**config.mk**
```make
export PLATFORM = sky130hd
export DESIGN_NAME = flow_block_interleaver
export DESIGN_NICKNAME = d
export VERILOG_FILES = /design/src/rtl/flow_block_interleaver.sv
export SDC_FILE = /design/constraint.sdc
export NUM_CORES = 1
export LEC_CHECK = 0
export BUFFER_PORTS_ARGS = -buffer_cell sky130_fd_sc_hd__buf_4
export CORE_MARGIN = 2
export CORE_UTILIZATION = 43
export DETAILED_ROUTE_END_ITERATION = 8
export GPL_TIMING_DRIVEN = 1
export PLACE_DENSITY = 0.62
export RECOVER_POWER = 50
export SYNTH_ARGS = -nofsm -noshare
export SYNTH_HDL_FRONTEND = slang
export SYNTH_SLANG_ARGS = --single-unit
```
**constraint.sdc**
```tcl
create_clock -name clk_i -period 3.3 [get_ports clk_i]
set_clock_uncertainty 0.05 [all_clocks]
set_input_delay 0.33 -clock clk_i [delete_from_list [all_inputs] [get_ports clk_i]]
set_output_delay 0.33 -clock clk_i [all_outputs]
set_load 0.05 [all_outputs]
```
**src/rtl/flow_block_interleaver.sv**
```systemverilog
// Multi-flow block interleaver: per-flow FIFOs are drained to one shared output
// in atomic blocks of per-flow programmable length, rotating round-robin.
module flow_block_interleaver #(
   parameter int unsigned DATA_W    = 8,
   parameter int unsigned FLUX      = 2,
   parameter int unsigned TAG_W     = 1,
   parameter int unsigned DEPTH     = 16,
   parameter int unsigned LEN_W     = 7,
   parameter int unsigned BLOCK_DEF = 15
) (
   input  logic                    clk_i,
   input  logic                    rst_i,
   input  logic [TAG_W+LEN_W-1:0]  cfg_din_i,
   input  logic                    cfg_write_i,
   input  logic [TAG_W+DATA_W-1:0] in_din_i,
   input  logic                    in_write_i,
   output logic [FLUX-1:0]         in_full_o,
   output logic [TAG_W+DATA_W-1:0] out_din_o,
   output logic                    out_write_o,
   input  logic                    out_full_i,
   output logic                    err_ovf_o,
   output logic                    err_tag_o
);
   localparam int unsigned PTR_W  = (DEPTH > 1) ? $clog2(DEPTH) : 1;
   localparam int unsigned CNT_W  = $clog2(DEPTH + 1);
   localparam int unsigned TAGX_W = TAG_W + 1;
   localparam logic [TAGX_W-1:0] FLUX_T   = TAGX_W'(FLUX);
   localparam logic [CNT_W-1:0]  FULL_CNT = CNT_W'(DEPTH);

   typedef enum logic {SELECT, STREAM} state_t;

   state_t                  state_q, state_d;
   logic [TAG_W-1:0]        cur_q, cur_d;
   logic [LEN_W-1:0]        len_q, len_d;
   logic [LEN_W-1:0]        cnt_q, cnt_d;
   logic [LEN_W-1:0]        block_len_q [FLUX];
   logic [CNT_W-1:0]        count_q     [FLUX];
   logic [PTR_W-1:0]        wr_ptr_q    [FLUX];
   logic [PTR_W-1:0]        rd_ptr_q    [FLUX];
   logic [DATA_W-1:0]       mem_q       [FLUX][DEPTH];
   logic [TAG_W+DATA_W-1:0] out_din_q;
   logic                    out_write_q;
   logic                    err_ovf_q;
   logic                    err_tag_q;

   logic [TAG_W-1:0]  in_tag;
   logic [TAG_W-1:0]  cfg_tag;
   logic [DATA_W-1:0] in_data;
   logic [LEN_W-1:0]  cfg_len;
   logic              in_tag_ok;
   logic              cfg_tag_ok;
   logic              ovf_hit;
   logic [FLUX-1:0]   full;
   logic [FLUX-1:0]   eligible;
   logic [FLUX-1:0]   push;
   logic [FLUX-1:0]   pop_f;
   logic              pop;
   logic              hit;
   logic [CNT_W-1:0]  cur_count;
   logic [DATA_W-1:0] cur_data;

   // Input/config decode and per-flow status.
   always_comb begin
      in_tag     = in_din_i[DATA_W +: TAG_W];
      in_data    = in_din_i[DATA_W-1:0];
      cfg_tag    = cfg_din_i[LEN_W +: TAG_W];
      cfg_len    = cfg_din_i[LEN_W-1:0];
      in_tag_ok  = {1'b0, in_tag} < FLUX_T;
      cfg_tag_ok = {1'b0, cfg_tag} < FLUX_T;
      ovf_hit    = 1'b0;
      cur_count  = '0;
      cur_data   = '0;
      full       = '0;
      eligible   = '0;
      push       = '0;
      for (int unsigned f = 0; f < FLUX; f++) begin
         full[f]     = (count_q[f] == FULL_CNT);
         eligible[f] = (count_q[f] != '0) && (block_len_q[f] != '0);
         push[f]     = in_write_i && in_tag_ok && (in_tag == TAG_W'(f)) && !full[f];
         if (in_write_i && in_tag_ok && (in_tag == TAG_W'(f)) && full[f]) begin
            ovf_hit = 1'b1;
         end
         if (cur_q == TAG_W'(f)) begin
            cur_count = count_q[f];
            cur_data  = mem_q[f][rd_ptr_q[f]];
         end
      end
   end

   assign in_full_o = full;

   // Scheduler: round-robin selection, then an atomic block from the chosen flow.
   always_comb begin
      state_d = state_q;
      cur_d   = cur_q;
      len_d   = len_q;
      cnt_d   = cnt_q;
      pop     = 1'b0;
      hit     = 1'b0;
      pop_f   = '0;
      case (state_q)
         SELECT: begin
            for (int unsigned i = 1; i <= FLUX; i++) begin
               for (int unsigned f = 0; f < FLUX; f++) begin
                  if (!hit && eligible[f] && (((32'(cur_q) + i) % FLUX) == f)) begin
                     hit   = 1'b1;
                     cur_d = TAG_W'(f);
                     len_d = block_len_q[f];
                  end
               end
            end
            if (hit) begin
               cnt_d   = '0;
               state_d = STREAM;
            end
         end
         STREAM: begin
            if ((cur_count != '0) && !out_full_i) begin
               pop   = 1'b1;
               cnt_d = cnt_q + LEN_W'(1);
               if ((cnt_q + LEN_W'(1)) == len_q) begin
                  state_d = SELECT;
               end
            end
         end
         default: state_d = SELECT;
      endcase
      for (int unsigned f = 0; f < FLUX; f++) begin
         pop_f[f] = pop && (cur_q == TAG_W'(f));
      end
   end

   always_ff @(posedge clk_i) begin
      if (rst_i) begin
         state_q     <= SELECT;
         cur_q       <= '0;
         len_q       <= '0;
         cnt_q       <= '0;
         out_din_q   <= '0;
         out_write_q <= 1'b0;
         err_ovf_q   <= 1'b0;
         err_tag_q   <= 1'b0;
         for (int unsigned f = 0; f < FLUX; f++) begin
            block_len_q[f] <= LEN_W'(BLOCK_DEF);
            count_q[f]     <= '0;
            wr_ptr_q[f]    <= '0;
            rd_ptr_q[f]    <= '0;
         end
      end else begin
         state_q     <= state_d;
         cur_q       <= cur_d;
         len_q       <= len_d;
         cnt_q       <= cnt_d;
         out_write_q <= pop;
         if (pop) begin
            out_din_q <= {cur_q, cur_data};
         end
         if (ovf_hit) begin
            err_ovf_q <= 1'b1;
         end
         if ((in_write_i && !in_tag_ok) || (cfg_write_i && !cfg_tag_ok)) begin
            err_tag_q <= 1'b1;
         end
         for (int unsigned f = 0; f < FLUX; f++) begin
            if (push[f]) begin
               wr_ptr_q[f] <= wr_ptr_q[f] + PTR_W'(1);
            end
            if (pop_f[f]) begin
               rd_ptr_q[f] <= rd_ptr_q[f] + PTR_W'(1);
            end
            count_q[f] <= count_q[f] + CNT_W'(push[f]) - CNT_W'(pop_f[f]);
            if (cfg_write_i && cfg_tag_ok && (cfg_tag == TAG_W'(f))) begin
               block_len_q[f] <= cfg_len;
            end
         end
      end
   end

   // Sample storage needs no reset; validity is tracked by the pointers.
   always_ff @(posedge clk_i) begin
      for (int unsigned f = 0; f < FLUX; f++) begin
         if (push[f]) begin
            mem_q[f][wr_ptr_q[f]] <= in_data;
         end
      end
   end

   assign out_din_o   = out_din_q;
   assign out_write_o = out_write_q;
   assign err_ovf_o   = err_ovf_q;
   assign err_tag_o   = err_tag_q;

endmodule

```
# Yosys cells after proc, flatten, opt, wreduce, memory -nomap -nowiden
# Memories as Yosys holds them, arrays and structs flattened.
# Cells that the tools add are included.
dict set report totals {
  reg_bits 27
  mem_bits_rw 296
  inputBits 22
  out_inout_bits 14
  wordCells 162
  mem_count 5
}
dict set report op_classes {
  add_sub_neg 11
  n_lt_le_gt_ge 6
  n_eq_ne 5
  muxes 73
  bitwise 16
  reduce_logical 39
}
# name words word_bits rd rd_clocked_by_memory_dff wr line
set memory_table {}
lappend memory_table {mem_q 2 128 2 0 1 40} ;# logic [DATA_W-1:0] mem_q [FLUX][DEPTH];
lappend memory_table {block_len_q 2 7 2 0 2 36} ;# logic [LEN_W-1:0] block_len_q [FLUX];
lappend memory_table {count_q 2 5 2 0 2 37} ;# logic [CNT_W-1:0] count_q [FLUX];
lappend memory_table {rd_ptr_q 2 4 2 0 2 39} ;# logic [PTR_W-1:0] rd_ptr_q [FLUX];
lappend memory_table {wr_ptr_q 2 4 2 0 2 38} ;# logic [PTR_W-1:0] wr_ptr_q [FLUX];
# cell n
set ops {}
lappend ops {{128-bit two-way mux} 4}
lappend ops {{128-bit OR reduction} 1}
lappend ops {{8-bit binary-select mux with 4-bit select} 2}
lappend ops {{8-bit demux with 4-bit select} 2}
lappend ops {{32-bit zero test} 2}
lappend ops {{7-bit two-way mux} 8}
lappend ops {{8-bit two-way mux} 7}
lappend ops {{1-bit two-way mux} 41}
lappend ops {{1-bit logical AND} 22}
lappend ops {{5-bit greater-or-equal comparator (second input constant)} 4}
lappend ops {{4-bit NOT with 5-bit output} 4}
lappend ops {{4-bit by 1-bit adder with 4-bit output (second input constant)} 4}
lappend ops {{4-bit two-way mux} 4}
lappend ops {{5-bit two-way mux} 3}
lappend ops {{5-bit nonzero test} 3}
lappend ops {{7-bit one-hot mux with 2 select lines} 1}
lappend ops {{7-bit nonzero test} 2}
lappend ops {{5-bit by 1-bit adder with 5-bit output} 2}
lappend ops {{5-bit == test (second input constant)} 2}
lappend ops {{5-bit by 1-bit less-than comparator with 1-bit output (second input constant)} 2}
lappend ops {{5-bit by 1-bit subtractor with 5-bit output} 2}
lappend ops {{1-bit bitwise OR} 8}
lappend ops {{7-bit by 1-bit adder with 7-bit output (second input constant)} 1}
lappend ops {{7-bit == test} 1}
lappend ops {{other kinds (8)} 18}

# Longest topological paths before layout
# An unclocked memory read counts as a cell.
dict set report logic_depth {
  ltp_word 23
  depth_mapped 16
  mapped_depth_nobuf 15
}

# Worst setup path after synthesis
# No wires, ideal clock.
dict set report synth_path {
  kind {reg-to-reg}
  startpoint {mem count_q[0][1] (netlist name)}
  endpoint {mem count_q[0][9] (netlist name)}
  setup_ps 71
  t_arrival_ps 2606
  t_required_ps 3179
  path_slack_ps 573
  path_stages_with_launch 17
  path_buffers 1
  period_less_slack_ps 2727
  cell_sequence {dfxtp_1 > nor3_4 > nor4b_4 > nor3_2 > buf_2 > nand2_1 > inv_1 > ha_1 > inv_1 > ha_1 > inv_1 > fa_1 > inv_1 > a21oi_1 > nor2_1 > or3_1 > a21oi_1}
}
# item line
set synth_rtl {}
lappend synth_rtl {{from (decl)} 37}

==> summary.txt <==
Outcome
  • Outcome: finished with violations
  • Violations in the final reports: capacitance limit, slew limit

STA
  • Setup-failing EPs final: 0
  • Total Negative Setup Slacks: 0 ns
  • Final hold viol count: 0
  • Slew HR: -61.5%
  • RSZ-0062 raised after global routing: false
  • Actual transition at the worst max-transition pin: 2.42 ns
  • Fraction of the cycle the final worst path needs: 85.3%
  • Final critical path time including I/O delays and setup: 2.81 ns
  • Final Max Tran Viols: 185
  • Setup WS post-layout: 0.486 ns
  • Maximum clock frequency: 355 MHz

Drt
  • First-pass detailed-route iteration total: 5
  • Vias/cell: 5.47
  • Vias post-DR: 6,899
  • Initial drt markers: 514
  • Wire length per cell: 21.3 microns
  • Routed WL: 26,800 microns
  • DRC violation count after routing: 0
  • Antenna Nets Post-Route: 0

Placement
  • Last weighted congestion value of the routability-driven placer: 0.780
  • Dpl cells: 1,198
  • Dpl hpwl: 17,000 microns
  • Placed instance area: 0.0143 sq mm
  • Setup slack at placement: 0.508 ns
  • Number of port buffers: 34

Clock network
  • Clock Tree Buf Depth: 3
  • Clock transition time at the flip-flop clock pins of the worst setup and hold paths: 0.06 ns
  • Clock tree from TritonCTS: built
  • Max H-tree Level: 2
  • CTS root buffer: sky130_fd_sc_hd__clkbuf_16
  • Clock sink total: 323
  • Count of buffers added by post-CTS timing repair for setup: 0
  • Insertion delay to the later sink of the worst-skew pair: 0.52 ns
  • Num CTS Buffers: 36
  • Resized cells post-CTS: 0

GRT
  • First-pass GRT wire length: 41,000 microns
  • Number of global-route vias before repair: 6,892
  • Antenna violations before repair: 0
  • Largest net degree at the start of global routing: 53
  • Sum of overflow across all layers after global routing: 0
  • GRT Resource Usage Total: 16.5%

Setup path
  • Kind of end point of the critical path: register
  • Type of the worst setup path: register to register
  • Startpoint kind of the worst setup timing path: register
  • Reg2reg path depth: 15
  • Required time of the critical path: 3.66 ns
  • Worst Path Arrival: 3.18 ns
  • Top fanout value on the critical path: 5

Floorplan
  • Die Outline Area: 0.0329 sq mm
  • Chip height: 181 microns
  • # IOs: 36
  • Placeable core area: 0.0307 sq mm
  • Initial core utilization: 44.0%
  • Die W: 181 microns
  • Number of standard-cell rows in the floorplan: 64

Cells and area
  • Layout Nets: 888
  • Final std cells w/o fill: 1,261
  • Number of diodes: 0
  • Proportion of layout cells with a drive suffix above 1: 19.9%
  • Post-route cell area: 0.0154 sq mm
  • Filler cell count: 2,566
  • Synth-to-Final Area Change: 13.7%

Pwr
  • Power density relative to cell area: 703 mW/mm^2
  • Power Total: 10,800 uW
  • Static leakage power: 0.00516 uW
  • Worst ir drop on vdd: 0.000298 V

Synthesis
  • Count of flip-flops with a built-in enable after synthesis: 286
  • Count of different cell masters after synthesis: 61
  • Flip-flop cell with the highest count after synthesis: sky130_fd_sc_hd__edfxtp_1
  • Post-Syn Area: 0.0135 sq mm
  • Number of flip-flops and latches in the synthesized netlist: 323
  • Synth Instances: 768
  • Avg Cell Area, Syn: 17.6 sq um
  • Share of flip-flops with an asynchronous set or reset after synthesis: 0%
  • Number of nets produced by synthesis: 815
  • Number of synthesis warnings: 0
  • Part of the Yosys area used for sequential elements: 69.0%

Hold path
  • Hold-critical path depth: 2
  • Class of the tightest hold or removal check: primary input to register

Run
  • Number of violations of the max-capacitance limit: 5
registers in the layout, summed over array words and instances (netlist names):
| register | cells |
|---|---|
| mem_q | 256 |
| block_len_q | 14 |
| count_q | 10 |
| out_din_o | 9 |
| rd_ptr_q | 8 |
| wr_ptr_q | 8 |
| cnt_q | 7 |
| len_q | 7 |
| cur_q | 1 |
| err_ovf_o | 1 |
| out_write_o | 1 |
| state_q | 1 |
kinds of logic (layout without fill, tap and decap cells):
group | Yosys count | in the layout | synth area share, %
buffers and inverters | 70 | 167 | 2.79
other | 1 | 1 | 0.0277
and+or+nand+nor | 158 | 158 | 5.91
AOI/OAI and AO/OA | 82 | 82 | 5.06
DFF | 323 | 323 | 69.0
muxes | 88 | 88 | 13.4
adders and majority gates | 25 | 25 | 2.42
xor gates and xnor gates | 21 | 21 | 1.36
layout make-up:
class,instances,area (sq um),area share (%)
Timing Repair Buffer,77,505,3.29
Sequential cell,323,9330,60.7
Clock inverter,16,156,1.02
Inverter,28,105,0.684
Multi-Input combinational cell,375,3810,24.8
Tap cell,396,495,3.22
Clock buffer,46,970,6.31
per-layer routing:
metal	global-route usage, %	share of wire [%]
met2	25.8	46
met3	3.12	4.7
met4	4.49	1.8
met5	0	0
met1	23.8	47
path summary, 6_finish.rpt:
path | startpoint | to | slack, ns
worst max-delay path | count_q[0][1]$_SDFF_PP0_ | count_q[0][9]$_SDFF_PP0_ | 0.49
worst min-delay path | cfg_din_i[3] | block_len_q[0][10]$_DFFE_PP_ | 0.08
worst max register to register | count_q[0][1]$_SDFF_PP0_ | count_q[0][9]$_SDFF_PP0_ | 0.49
worst min register to register | out_din_o[8]$_SDFFE_PP0N_ | out_din_o[8]$_SDFFE_PP0N_ | 0.41
critical path: stages (launching register included):
cell and delay (ns):
sky130_fd_sc_hd__dfxtp_1 0.38, sky130_fd_sc_hd__nor3_4 0.26, sky130_fd_sc_hd__nor4b_4 0.29, sky130_fd_sc_hd__nor3_2 0.07
sky130_fd_sc_hd__nand2_1 0.12, sky130_fd_sc_hd__inv_1 0.05, sky130_fd_sc_hd__ha_1 0.26, sky130_fd_sc_hd__inv_1 0.04
sky130_fd_sc_hd__ha_1 0.20, sky130_fd_sc_hd__inv_1 0.07, sky130_fd_sc_hd__fa_1 0.20, sky130_fd_sc_hd__inv_1 0.05
sky130_fd_sc_hd__a21oi_1 0.13, sky130_fd_sc_hd__nor2_1 0.06, sky130_fd_sc_hd__or3_1 0.34, sky130_fd_sc_hd__a21oi_1 0.14
what timing repair did:
action	CTS	global route
hold buffers	1	0
setup endpoints to repair	0	0
hold endpoints to repair	1	0
where the power goes:
group,internal (uW),total [uW],switching (uW)
Sequential,4700,4920,223
Clock,2310,3830,1530
Combinational,844,2050,1210
Total,7850,10800,2960
per-stage QoR:
stage | util, % | hold slack [ns]
global placement | 46.5 | 0.410
floorplan | - | 0.367
CTS | 50.2 | 0.0560
global route | 50.0 | 0.0620
finish | 50.0 | 0.0820
detailed placement | 46.5 | 0.405
layout by cell type (no fill, tap or decap), types with 15 or more instances in the layout:
| cell | count |
|---|---|
| sky130_fd_sc_hd__a21oi_1 | 15 |
| sky130_fd_sc_hd__buf_4 | 56 |
| sky130_fd_sc_hd__clkbuf_1 | 28 |
| sky130_fd_sc_hd__clkbuf_16 | 37 |
| sky130_fd_sc_hd__dfxtp_1 | 37 |
| sky130_fd_sc_hd__edfxtp_1 | 286 |
| sky130_fd_sc_hd__ha_1 | 23 |
| sky130_fd_sc_hd__inv_1 | 28 |
| sky130_fd_sc_hd__mux2_2 | 16 |
| sky130_fd_sc_hd__mux4_1 | 30 |
| sky130_fd_sc_hd__mux4_2 | 34 |
| sky130_fd_sc_hd__nand2_1 | 20 |
| sky130_fd_sc_hd__nor2_1 | 65 |
| sky130_fd_sc_hd__nor3_1 | 18 |
cell usage after synthesis (5+ instances only):
| master | instances | share of area [%] |
|---|---|---|
| sky130_fd_sc_hd__edfxtp_1 | 286 | 64 |
| sky130_fd_sc_hd__nor2_1 | 65 | 1.8 |
| sky130_fd_sc_hd__dfxtp_1 | 37 | 5.5 |
| sky130_fd_sc_hd__mux4_2 | 34 | 5.7 |
| sky130_fd_sc_hd__mux4_1 | 30 | 5.8 |
| sky130_fd_sc_hd__inv_1 | 28 | 0.78 |
| sky130_fd_sc_hd__ha_1 | 23 | 2.1 |
| sky130_fd_sc_hd__nand2_1 | 20 | 0.56 |
| sky130_fd_sc_hd__buf_2 | 18 | 0.67 |
| sky130_fd_sc_hd__nor3_1 | 18 | 0.67 |
| sky130_fd_sc_hd__mux2_2 | 16 | 1.3 |
| sky130_fd_sc_hd__a21oi_1 | 15 | 0.56 |
| sky130_fd_sc_hd__nand2b_1 | 12 | 0.56 |
| sky130_fd_sc_hd__xnor2_1 | 11 | 0.71 |
| sky130_fd_sc_hd__xor2_1 | 10 | 0.65 |
| sky130_fd_sc_hd__a22o_1 | 9 | 0.58 |
| sky130_fd_sc_hd__clkbuf_1 | 9 | 0.25 |
| sky130_fd_sc_hd__a221oi_2 | 8 | 0.89 |
| sky130_fd_sc_hd__mux2i_1 | 8 | 0.59 |
| sky130_fd_sc_hd__nand3_1 | 8 | 0.30 |
| sky130_fd_sc_hd__a211oi_1 | 7 | 0.39 |
| sky130_fd_sc_hd__and2_1 | 7 | 0.32 |
| sky130_fd_sc_hd__buf_6 | 7 | 0.58 |
| sky130_fd_sc_hd__o22ai_1 | 7 | 0.32 |
| sky130_fd_sc_hd__a2111oi_1 | 6 | 0.44 |
| sky130_fd_sc_hd__a21o_1 | 5 | 0.28 |
| sky130_fd_sc_hd__a311oi_1 | 5 | 0.32 |
| sky130_fd_sc_hd__nor2b_1 | 5 | 0.23 |
(Power assumes the default switching activity.)
